$ cat src/rtl/serial_subtractor_if.sv
// Request/result bundle for the bit-serial subtractor.
// The overflow signal exists only when SERIAL_SUBTRACTOR_OVF_EN is defined.
interface serial_subtractor_if #(
    parameter int WIDTH = 8
);
    logic             start;
    logic [WIDTH-1:0] a;
    logic [WIDTH-1:0] b;
    logic             busy;
    logic             done;
    logic [WIDTH-1:0] diff;
    logic             borrow_out;
    logic             diff_bit;
    logic             diff_bit_valid;
`ifdef SERIAL_SUBTRACTOR_OVF_EN
    logic             overflow;
`endif

    modport master (
        output start, a, b,
        input  busy, done, diff, borrow_out, diff_bit, diff_bit_valid
`ifdef SERIAL_SUBTRACTOR_OVF_EN
        , input overflow
`endif
    );

    modport slave (
        input  start, a, b,
        output busy, done, diff, borrow_out, diff_bit, diff_bit_valid
`ifdef SERIAL_SUBTRACTOR_OVF_EN
        , output overflow
`endif
    );
endinterface

$ cat src/rtl/serial_subtractor.sv
// Bit-serial A - B: one full-subtractor cell, LSB first, WIDTH+1 cycles start-to-done.
// Optional signed overflow output enabled by SERIAL_SUBTRACTOR_OVF_EN.
module serial_subtractor #(
    parameter int WIDTH = 8
) (
    input  logic                clk,
    input  logic                rst,
    serial_subtractor_if.slave  bus
);
    localparam int CW = (WIDTH > 2) ? $clog2(WIDTH) : 1;

    typedef enum logic [1:0] {IDLE, RUN, DONE} state_t;

    state_t           state, state_nxt;
    logic [WIDTH-1:0] a_sh, b_sh, diff_r;
    logic [CW-1:0]    cnt;
    logic             brw, borrow_r;
    logic             d, bout, last;
`ifdef SERIAL_SUBTRACTOR_OVF_EN
    logic             ovf_r;
`endif

    // Full-subtractor cell on the current operand LSBs
    assign d    = a_sh[0] ^ b_sh[0] ^ brw;
    assign bout = (~a_sh[0] & b_sh[0]) | (~(a_sh[0] ^ b_sh[0]) & brw);
    assign last = (cnt == CW'(WIDTH - 1));

    always_ff @(posedge clk) begin
        if (rst) state <= IDLE;
        else     state <= state_nxt;
    end

    always_comb begin
        state_nxt          = state;
        bus.busy           = 1'b0;
        bus.done           = 1'b0;
        bus.diff_bit       = 1'b0;
        bus.diff_bit_valid = 1'b0;
        case (state)
            IDLE: if (bus.start) state_nxt = RUN;
            RUN: begin
                bus.busy           = 1'b1;
                bus.diff_bit       = d;
                bus.diff_bit_valid = 1'b1;
                if (last) state_nxt = DONE;
            end
            DONE: begin
                bus.done  = 1'b1;
                state_nxt = IDLE;
            end
            default: state_nxt = IDLE;
        endcase
    end

    always_ff @(posedge clk) begin
        if (rst) begin
            a_sh     <= '0;
            b_sh     <= '0;
            diff_r   <= '0;
            cnt      <= '0;
            brw      <= 1'b0;
            borrow_r <= 1'b0;
`ifdef SERIAL_SUBTRACTOR_OVF_EN
            ovf_r    <= 1'b0;
`endif
        end else begin
            case (state)
                IDLE: if (bus.start) begin
                    a_sh     <= bus.a;
                    b_sh     <= bus.b;
                    diff_r   <= '0;
                    cnt      <= '0;
                    brw      <= 1'b0;
                    borrow_r <= 1'b0;
`ifdef SERIAL_SUBTRACTOR_OVF_EN
                    ovf_r    <= 1'b0;
`endif
                end
                RUN: begin
                    diff_r <= {d, diff_r[WIDTH-1:1]};
                    a_sh   <= a_sh >> 1;
                    b_sh   <= b_sh >> 1;
                    brw    <= bout;
                    cnt    <= cnt + 1'b1;
                    // On the last step the LSBs are the original operand MSBs
                    if (last) begin
                        borrow_r <= bout;
`ifdef SERIAL_SUBTRACTOR_OVF_EN
                        ovf_r    <= (a_sh[0] != b_sh[0]) && (d != a_sh[0]);
`endif
                    end
                end
                default: ;
            endcase
        end
    end

    assign bus.diff       = diff_r;
    assign bus.borrow_out = borrow_r;
`ifdef SERIAL_SUBTRACTOR_OVF_EN
    assign bus.overflow   = ovf_r;
`endif
endmodule

$ cat src/flat_wrapper.sv
// flat-port wrapper written by rule: the top's interface ports become plain ports
module serial_subtractor_flat 
#(
    parameter int WIDTH = 8
)
  (clk, rst, bus_start, bus_a, bus_b, bus_busy, bus_done, bus_diff, bus_borrow_out, bus_diff_bit, bus_diff_bit_valid);
  serial_subtractor_if #(.WIDTH(WIDTH)) bus_i ();
  input  logic clk;
  input  logic rst;
  input wire logic [$bits(bus_i.start)-1:0] bus_start;
  input wire logic [$bits(bus_i.a)-1:0] bus_a;
  input wire logic [$bits(bus_i.b)-1:0] bus_b;
  output wire logic [$bits(bus_i.busy)-1:0] bus_busy;
  output wire logic [$bits(bus_i.done)-1:0] bus_done;
  output wire logic [$bits(bus_i.diff)-1:0] bus_diff;
  output wire logic [$bits(bus_i.borrow_out)-1:0] bus_borrow_out;
  output wire logic [$bits(bus_i.diff_bit)-1:0] bus_diff_bit;
  output wire logic [$bits(bus_i.diff_bit_valid)-1:0] bus_diff_bit_valid;
  assign bus_i.start = bus_start;
  assign bus_i.a = bus_a;
  assign bus_i.b = bus_b;
  assign bus_busy = bus_i.busy;
  assign bus_done = bus_i.done;
  assign bus_diff = bus_i.diff;
  assign bus_borrow_out = bus_i.borrow_out;
  assign bus_diff_bit = bus_i.diff_bit;
  assign bus_diff_bit_valid = bus_i.diff_bit_valid;
  serial_subtractor #(.WIDTH(WIDTH)) u_core (.clk(clk), .rst(rst), .bus(bus_i));
endmodule
$ cat config.mk
export PLATFORM = sky130hd
export DESIGN_NAME = serial_subtractor_flat
export DESIGN_NICKNAME = d
export VERILOG_FILES = /design/src/rtl/serial_subtractor_if.sv /design/src/rtl/serial_subtractor.sv /design/src/flat_wrapper.sv
export SDC_FILE = /design/constraint.sdc
export NUM_CORES = 1
export LEC_CHECK = 0
export ABC_CLOCK_PERIOD_IN_PS = 1200
export CAP_MARGIN = 20
export CORE_MARGIN = 2
export CORE_UTILIZATION = 44
export CTS_CLUSTER_SIZE = 28
export DETAILED_ROUTE_END_ITERATION = 10
export PLACE_DENSITY = 0.74
export SLEW_MARGIN = 20
export SYNTH_ARGS = -nofsm -noshare
export SYNTH_HDL_FRONTEND = slang
export SYNTH_SLANG_ARGS = --single-unit
export TNS_END_PERCENT = 20
$ cat constraint.sdc
create_clock -name clk -period 1.2 [get_ports clk]
set_input_delay 0.18 -clock clk [delete_from_list [all_inputs] [get_ports clk]]
set_output_delay 0.18 -clock clk [all_outputs]
set_load 0.01 [all_outputs]
==> flow_summary_export.csv, run 1 <==
group,metric,value,unit
setup_path,cp-start-kind,"flop",
power,total_power,2.09,mW
synthesis,ys_ff_latch,31,
route,drt_iter0_drc,27,
hold_path,hold_path_class,"input pin to flop",
synthesis,synth_commonest_cells,"dfxtp_1 (31), nor2_1 (22), mux2i_1 (13)",
timing,max-slew-margin-rel,87.1,%
timing,setup_violations,6,
clocking,worstSkewPairLatency,0.32,ns
synthesis,synth_flop_cell,"dfxtp_1",
route,drcViolationCount,0,
synthesis,ys_seq_area_share,44.1,%
synthesis,yosysMostFrequentCell,"dfxtp_1",
route,routed_wl,3.15,mm
timing,fmax,0.588,GHz
global_route,antenna_found_initial,0,
route,via_per_inst,5.23,
route,num_vias,1167,
floorplan,die_area,0.00366,sq mm
synthesis,yosysTopAreaCellShare,44.1,%
setup_path,critPathRequiredTime,1.02,ns
timing,grt_setup_unrepaired,"yes",
cells_and_area,postLayoutCellArea,0.00198,sq mm
clocking,cts_tree,"built",
global_route,grt_pass1_wl,4.85,mm
timing,max_slew.worst_pin.slew,0.188,ns
clocking,cts_root_buf,"clkbuf_4",
floorplan,initial_utilization,46.1,%
route,wire_per_inst,14.1,microns
synthesis,avgSynthCellArea,10.4,sq um
clocking,cts_htree_levels,2,
synthesis,yosysTopAreaCell,"dfxtp_1",
status,violations,"negative setup slack",
floorplan,die-height,60.5,microns
synthesis,synth_area,0.00141,sq mm
placement,hpwl,2.05,mm
placement,gp_congestion,0.734,
global_route,grt_pass1_vias,1167,
synthesis,async_flop_share,0,%
clocking,path_clk_slew,0.09,ns
timing,period_minus_slack,1.70,ns
global_route,grt.total_usage,18.0,%
timing,period_share,142,%
cells_and_area,syn_to_final_growth,40.7,%
floorplan,core_area,0.00305,sq mm
timing,fin_skew,0.00389,ns
synthesis,syn_inst,135,
cells_and_area,drive_above_1_share,34.6,%
clocking,cts_buffers,5,
setup_path,cp.arrival,1.52,ns
cells_and_area,diodes,0,
power,ir_drop,0.000830,V
timing,hold_viol,0,
setup_path,end_kind,"primary output",
floorplan,pin_count,32,
run,max-cap-violations,0,
status,status,"complete, but fails checks",
cells_and_area,final_net_count,202,
clocking,cts.sinks,31,
route,dr.pass1.iters,4,
clocking,clockBufferDepth,2,
global_route,overflow,0,
power,powerDensity,1060,mW/mm^2
route,ant_nets,0,
synthesis,synth_area_leaders,"dfxtp_1 (44%), mux2i_1 (9.3%), a211oi_2 (6.2%)",
floorplan,die_w,60.5,microns
timing,drv_slew,0,
global_route,grt_max_degree,23,
placement,numPortBuffers,31,
synthesis,ys_types,30,
synthesis,yosysWarnings,0,
placement,placed_cell_area,0.00179,sq mm
synthesis,syn_nets,157,
floorplan,rows,20,
timing,worst_slack,-0.502,ns
setup_path,path_max_fanout,2,
cells_and_area,fillers,269,
setup_path,critical_path_class,"flop to primary output",
power,leakage,0.780,nW
synthesis,synth-edff-count,0,
-- per-stage QoR --
stage / TNS [ns] / std cells / setup slack (ns) / hold WS [ns] / util, %
final: -0.662 / 223 / -0.502 / 0.462 / 64.8
after global routing: -1.91 / 223 / -0.583 / 0.452 / 64.8
after CTS: -1.36 / 221 / -0.552 / 0.450 / 60.5
after detailed placement: -6.33 / 214 / -0.579 / 0.482 / 58.7
after global placement: -5.89 / 214 / -0.571 / 0.467 / 58.7
after floorplan: -0.0751 / 135 / -0.0494 / 0.354 / -
-- worst paths after layout --
check                               startpoint                          end  slack [ns]  cells after the start
setup / recovery   u_core.a_sh[0]$_SDFFE_PP0P_                 bus_diff_bit       -0.50                      4
hold / removal                        bus_b[7]  u_core.b_sh[7]$_SDFFE_PP0P_        0.46                      3
setup reg to reg  u_core.state[1]$_SDFFE_PP0P_  u_core.a_sh[0]$_SDFFE_PP0P_       -0.06                      5
hold reg to reg    u_core.b_sh[7]$_SDFFE_PP0P_  u_core.b_sh[7]$_SDFFE_PP0P_        0.49                      2
-- logic make-up (layout without fill, tap and decap cells) --
family | after synthesis | in the layout | synth area share, %
AND/OR/NAND/NOR | 37 | 37 | 13.8
AO/OA/AOI/OAI | 36 | 36 | 20.8
flip-flops | 31 | 31 | 44.1
buffers and inverters | 15 | 59 | 8.81
multiplexers | 13 | 13 | 9.25
adder cells (fa/ha/maj) | 3 | 3 | 3.20
-- state kept, by name, indices dropped and copies added (netlist names) --
register               flops
u_core.bus.diff            8
u_core.cnt                 3
u_core.b_sh                8
u_core.state               2
u_core.bus.borrow_out      1
u_core.brw                 1
u_core.a_sh                8
-- power by group --
group          total [mW]  internal, mW  switching [mW]  leakage (nW)
Clock               0.524         0.208           0.316        0.0242
Combinational       0.437         0.243           0.194         0.500
Sequential           1.13          1.08          0.0441         0.256
-- final cells by class --
| type | count | area [sq um] | area share, % |
|---|---|---|---|
| Timing Repair Buffer | 50 | 505 | 25.5 |
| Clock buffer | 6 | 41.3 | 2.09 |
| Tap cell | 44 | 55.1 | 2.78 |
| Multi-Input combinational cell | 89 | 736 | 37.2 |
| Sequential cell | 31 | 628 | 31.7 |
| Inverter | 3 | 13.8 | 0.695 |
-- critical path, cell delays in order, from the launching register on --
cell and delay, ns:
dfxtp_2 0.34, inv_2 0.03, fa_1 0.45, nor3b_2 0.21, buf_2 0.16
-- layout by cell type (no fill, tap or decap), drive strengths merged --
cell / Yosys / layout
mux2i: 13 / 13
nor2b: 2 / 2
nand3b: 1 / 1
o21ai: 2 / 2
clkdlybuf4s15: 0 / 6
a211oi: 15 / 15
o21bai: 1 / 1
a21oi: 5 / 5
a22oi: 10 / 10
nor3b: 2 / 2
nand4bb: 2 / 2
ha: 2 / 2
dlygate4sd2: 0 / 3
o21ba: 1 / 1
dfxtp: 31 / 31
fa: 1 / 1
nand2: 1 / 1
nand3: 1 / 1
inv: 3 / 3
clkbuf: 1 / 8
o221a: 1 / 1
a31oi: 1 / 1
clkdlybuf4s50: 0 / 18
nor2: 28 / 28
buf: 11 / 21
-- routing by layer --
metal | vias to the layer above | share of wire (%) | global-route usage (%)
met3 | 8 | 5.5 | 6.61
li1 | 570 | - | -
met2 | 28 | 50 | 31.8
met1 | 561 | 42 | 19.6
met4 | 0 | 2.2 | 6.83
met5 | - | 0 | 0
-- what timing repair did --
item                       CTS  global route
buffers inserted             1             0
setup endpoints to repair   40            38
pin swaps                    3            13
gates resized for setup     38            26
gates cloned                 0             2
hold buffers                 0             0
Note: power is estimated with default switching activity, not from simulation.
==> inputs of run 2 (changes only) <==
--- a/config.mk
+++ b/config.mk
@@ -9,6 +9,7 @@
 export CAP_MARGIN = 20
 export CORE_MARGIN = 2
 export CORE_UTILIZATION = 44
+export CTS_CLUSTER_DIAMETER = 120
 export CTS_CLUSTER_SIZE = 28
 export DETAILED_ROUTE_END_ITERATION = 10
 export PLACE_DENSITY = 0.74
==> results of run 2 <==
Same layout as run 1: the final DEF is identical, and so are final timing and power.
==> inputs of run 3 (changes only) <==
--- a/config.mk
+++ b/config.mk
@@ -7,12 +7,13 @@
 export LEC_CHECK = 0
 export ABC_CLOCK_PERIOD_IN_PS = 1200
 export CAP_MARGIN = 20
-export CORE_MARGIN = 2
+export CORE_MARGIN = 4
 export CORE_UTILIZATION = 44
 export CTS_CLUSTER_DIAMETER = 120
 export CTS_CLUSTER_SIZE = 28
 export DETAILED_ROUTE_END_ITERATION = 10
 export PLACE_DENSITY = 0.74
+export SETUP_SLACK_MARGIN = 0.5
 export SLEW_MARGIN = 20
 export SYNTH_ARGS = -nofsm -noshare
 export SYNTH_HDL_FRONTEND = slang
==> run 3 against run 2 <==
Effect of this change:
- the run still ends with negative setup slack left
- worst setup slack lost 0.044 ns
- clock power up 9.4%
- hold slack worse by 0.0060 ns
- first-iteration DRC count grew 140%
- wire length increased by 13%
- die area rose by 14%
- sequential power barely moved
- total power rose by 4.2%
- critical path type unchanged
==> flow_summary_export.csv, run 3 (same netlist as run 1, synthesis figures left out) <==
group,metric,value,unit
setup_path,cp.arrival,1.57,ns
timing,hold_viol,0,
timing,period_share,145,%
status,violations,"negative setup slack",
setup_path,rr_worst_depth,7,
power,leakage,0.846,nW
power,ir_drop,0.000685,V
cells_and_area,diodes,0,
cells_and_area,seqCellArea,636,sq um
clocking,worstSkewPairLatency,0.33,ns
route,drcViolationCount,0,
power,total_power,2.18,mW
timing,worst_slack,-0.545,ns
cells_and_area,fillers,241,
cells_and_area,final_net_count,213,
cells_and_area,drive_above_1_share,46.4,%
global_route,grt_pass1_wl,5.53,mm
timing,max-slew-margin-rel,83.1,%
timing,grt_setup_unrepaired,"yes",
hold_path,whs_endpoint,"u_core.b_sh[7]$_SDFFE_PP0P_",
run,max-cap-violations,0,
cells_and_area,stdcell_count,236,
timing,setup_violations,33,
floorplan,pin_count,32,
hold_path,whs_path_depth,3,
global_route,grt_pass1_vias,1192,
setup_path,path_max_fanout,2,
clocking,path_clk_slew,0.10,ns
placement,hpwl,2.13,mm
timing,period_minus_slack,1.75,ns
placement,numPortBuffers,31,
timing,drv_slew,0,
cells_and_area,syn_to_final_growth,51.0,%
timing,max_slew.worst_pin.slew,0.252,ns
route,routed_wl,3.56,mm
placement,dpl.cell_count,213,
clocking,cts_htree_levels,2,
setup_path,reg2reg_from,"u_core.state[0]$_SDFFE_PP0P_",
clocking,cts_tree,"built",
clocking,cts_buffers,5,
cells_and_area,final_cell_mix,"nor2_1 (22), dfxtp_1 (21), clkdlybuf4s50_1 (18)",
global_route,antenna_found_initial,0,
hold_path,min_from,"bus_b[7]",
floorplan,die_area,0.00416,sq mm
placement,placed_cell_area,0.00180,sq mm
timing,hold_ws,0.456,ns
setup_path,critPathRequiredTime,1.02,ns
global_route,overflow,0,
clocking,cts_root_buf,"clkbuf_4",
route,dr.pass1.iters,5,
global_route,grt.total_usage,16.8,%
route,via_per_inst,5.24,
cells_and_area,multiInputGateArea,733,sq um
timing,finalSetupTns,-2.63,ns
setup_path,rrSetupSlack,-0.12,ns
route,ant_nets,0,
floorplan,die_w,64.5,microns
placement,gp_congestion,0.700,
setup_path,end_kind,"primary output",
status,status,"complete, but fails checks",
route,drt_iter0_drc,65,
cells_and_area,fin_util,69.5,%
clocking,cts.sinks,31,
clocking,clockBufferDepth,2,
setup_path,timing.rr.end,"u_core.bus.borrow_out$_SDFFE_PP0P_",
floorplan,initial_utilization,46.1,%
timing,fin_skew,0.00953,ns
timing,fmax,0.573,GHz
placement,place_ws,-0.582,ns
route,num_vias,1236,
floorplan,rows,20,
floorplan,core_area,0.00305,sq mm
setup_path,cp-start-kind,"flop",
route,wire_per_inst,15.1,microns
hold_path,hold_path_class,"input pin to flop",
power,powerDensity,1030,mW/mm^2
floorplan,die-height,64.5,microns
global_route,grt_max_degree,20,
cells_and_area,final_common_cell,"nor2_1",
setup_path,critical_path_class,"flop to primary output",
cells_and_area,postLayoutCellArea,0.00212,sq mm
clocking,cts_hold_buf,0,
==> run 3: worst max-delay path by stage <==
stage / startpoint / to / slack, ns / depth (start not counted)
finish: u_core.brw$_SDFFE_PP0P_ / bus_diff_bit / -0.55 / 3
global route: u_core.a_sh[0]$_SDFFE_PP0P_ / bus_diff_bit / -0.58 / 4
CTS: u_core.a_sh[0]$_SDFFE_PP0P_ / bus_diff_bit / -0.56 / 4
detailed placement: u_core.brw$_SDFFE_PP0P_ / bus_diff_bit / -0.58 / 3
global placement: u_core.a_sh[0]$_SDFFE_PP0P_ / bus_diff_bit / -0.56 / 4
floorplan: u_core.brw$_SDFFE_PP0P_ / u_core.bus.diff[7]$_SDFFE_PP0P_ / -0.05 / 4
==> run 3: layer usage <==
layer  part of all wire [%]  track usage (%)
met1                     41             21.0
met2                     51             27.2
met3                    6.7             5.03
met4                   0.96             6.33
met5                      0                0
==> run 3: final cells by class <==
cell class | instances | area share [%]
clock inverter | 1 | 0.236
clock buffer | 7 | 2.12
inverter | 3 | 0.648
tap | 44 | 2.59
sequential | 31 | 29.9
multi-input combinational | 89 | 34.5
timing repair buffer | 61 | 29.9
==> run 3: repair_timing <==
action / 4_1_cts / 5_1_grt
buffers inserted: 5 / 8
cloned: 0 / 2
pin swaps: 14 / 4
endpoints found under the hold margin: 0 / 0
gates resized for setup: 76 / 23
setup endpoints to repair: 44 / 44
==> run 3: where the power goes <==
group	switching [mW]	internal, mW
Sequential	0.0363	1.08
Clock	0.345	0.228
Combinational	0.211	0.272
Total	0.591	1.59
==> run 3: worst max-delay path, stage by stage (launching register included) <==
cell	delay, ns
dfxtp_2	0.34
fa_1	0.50
nor3b_2	0.23
buf_2	0.17
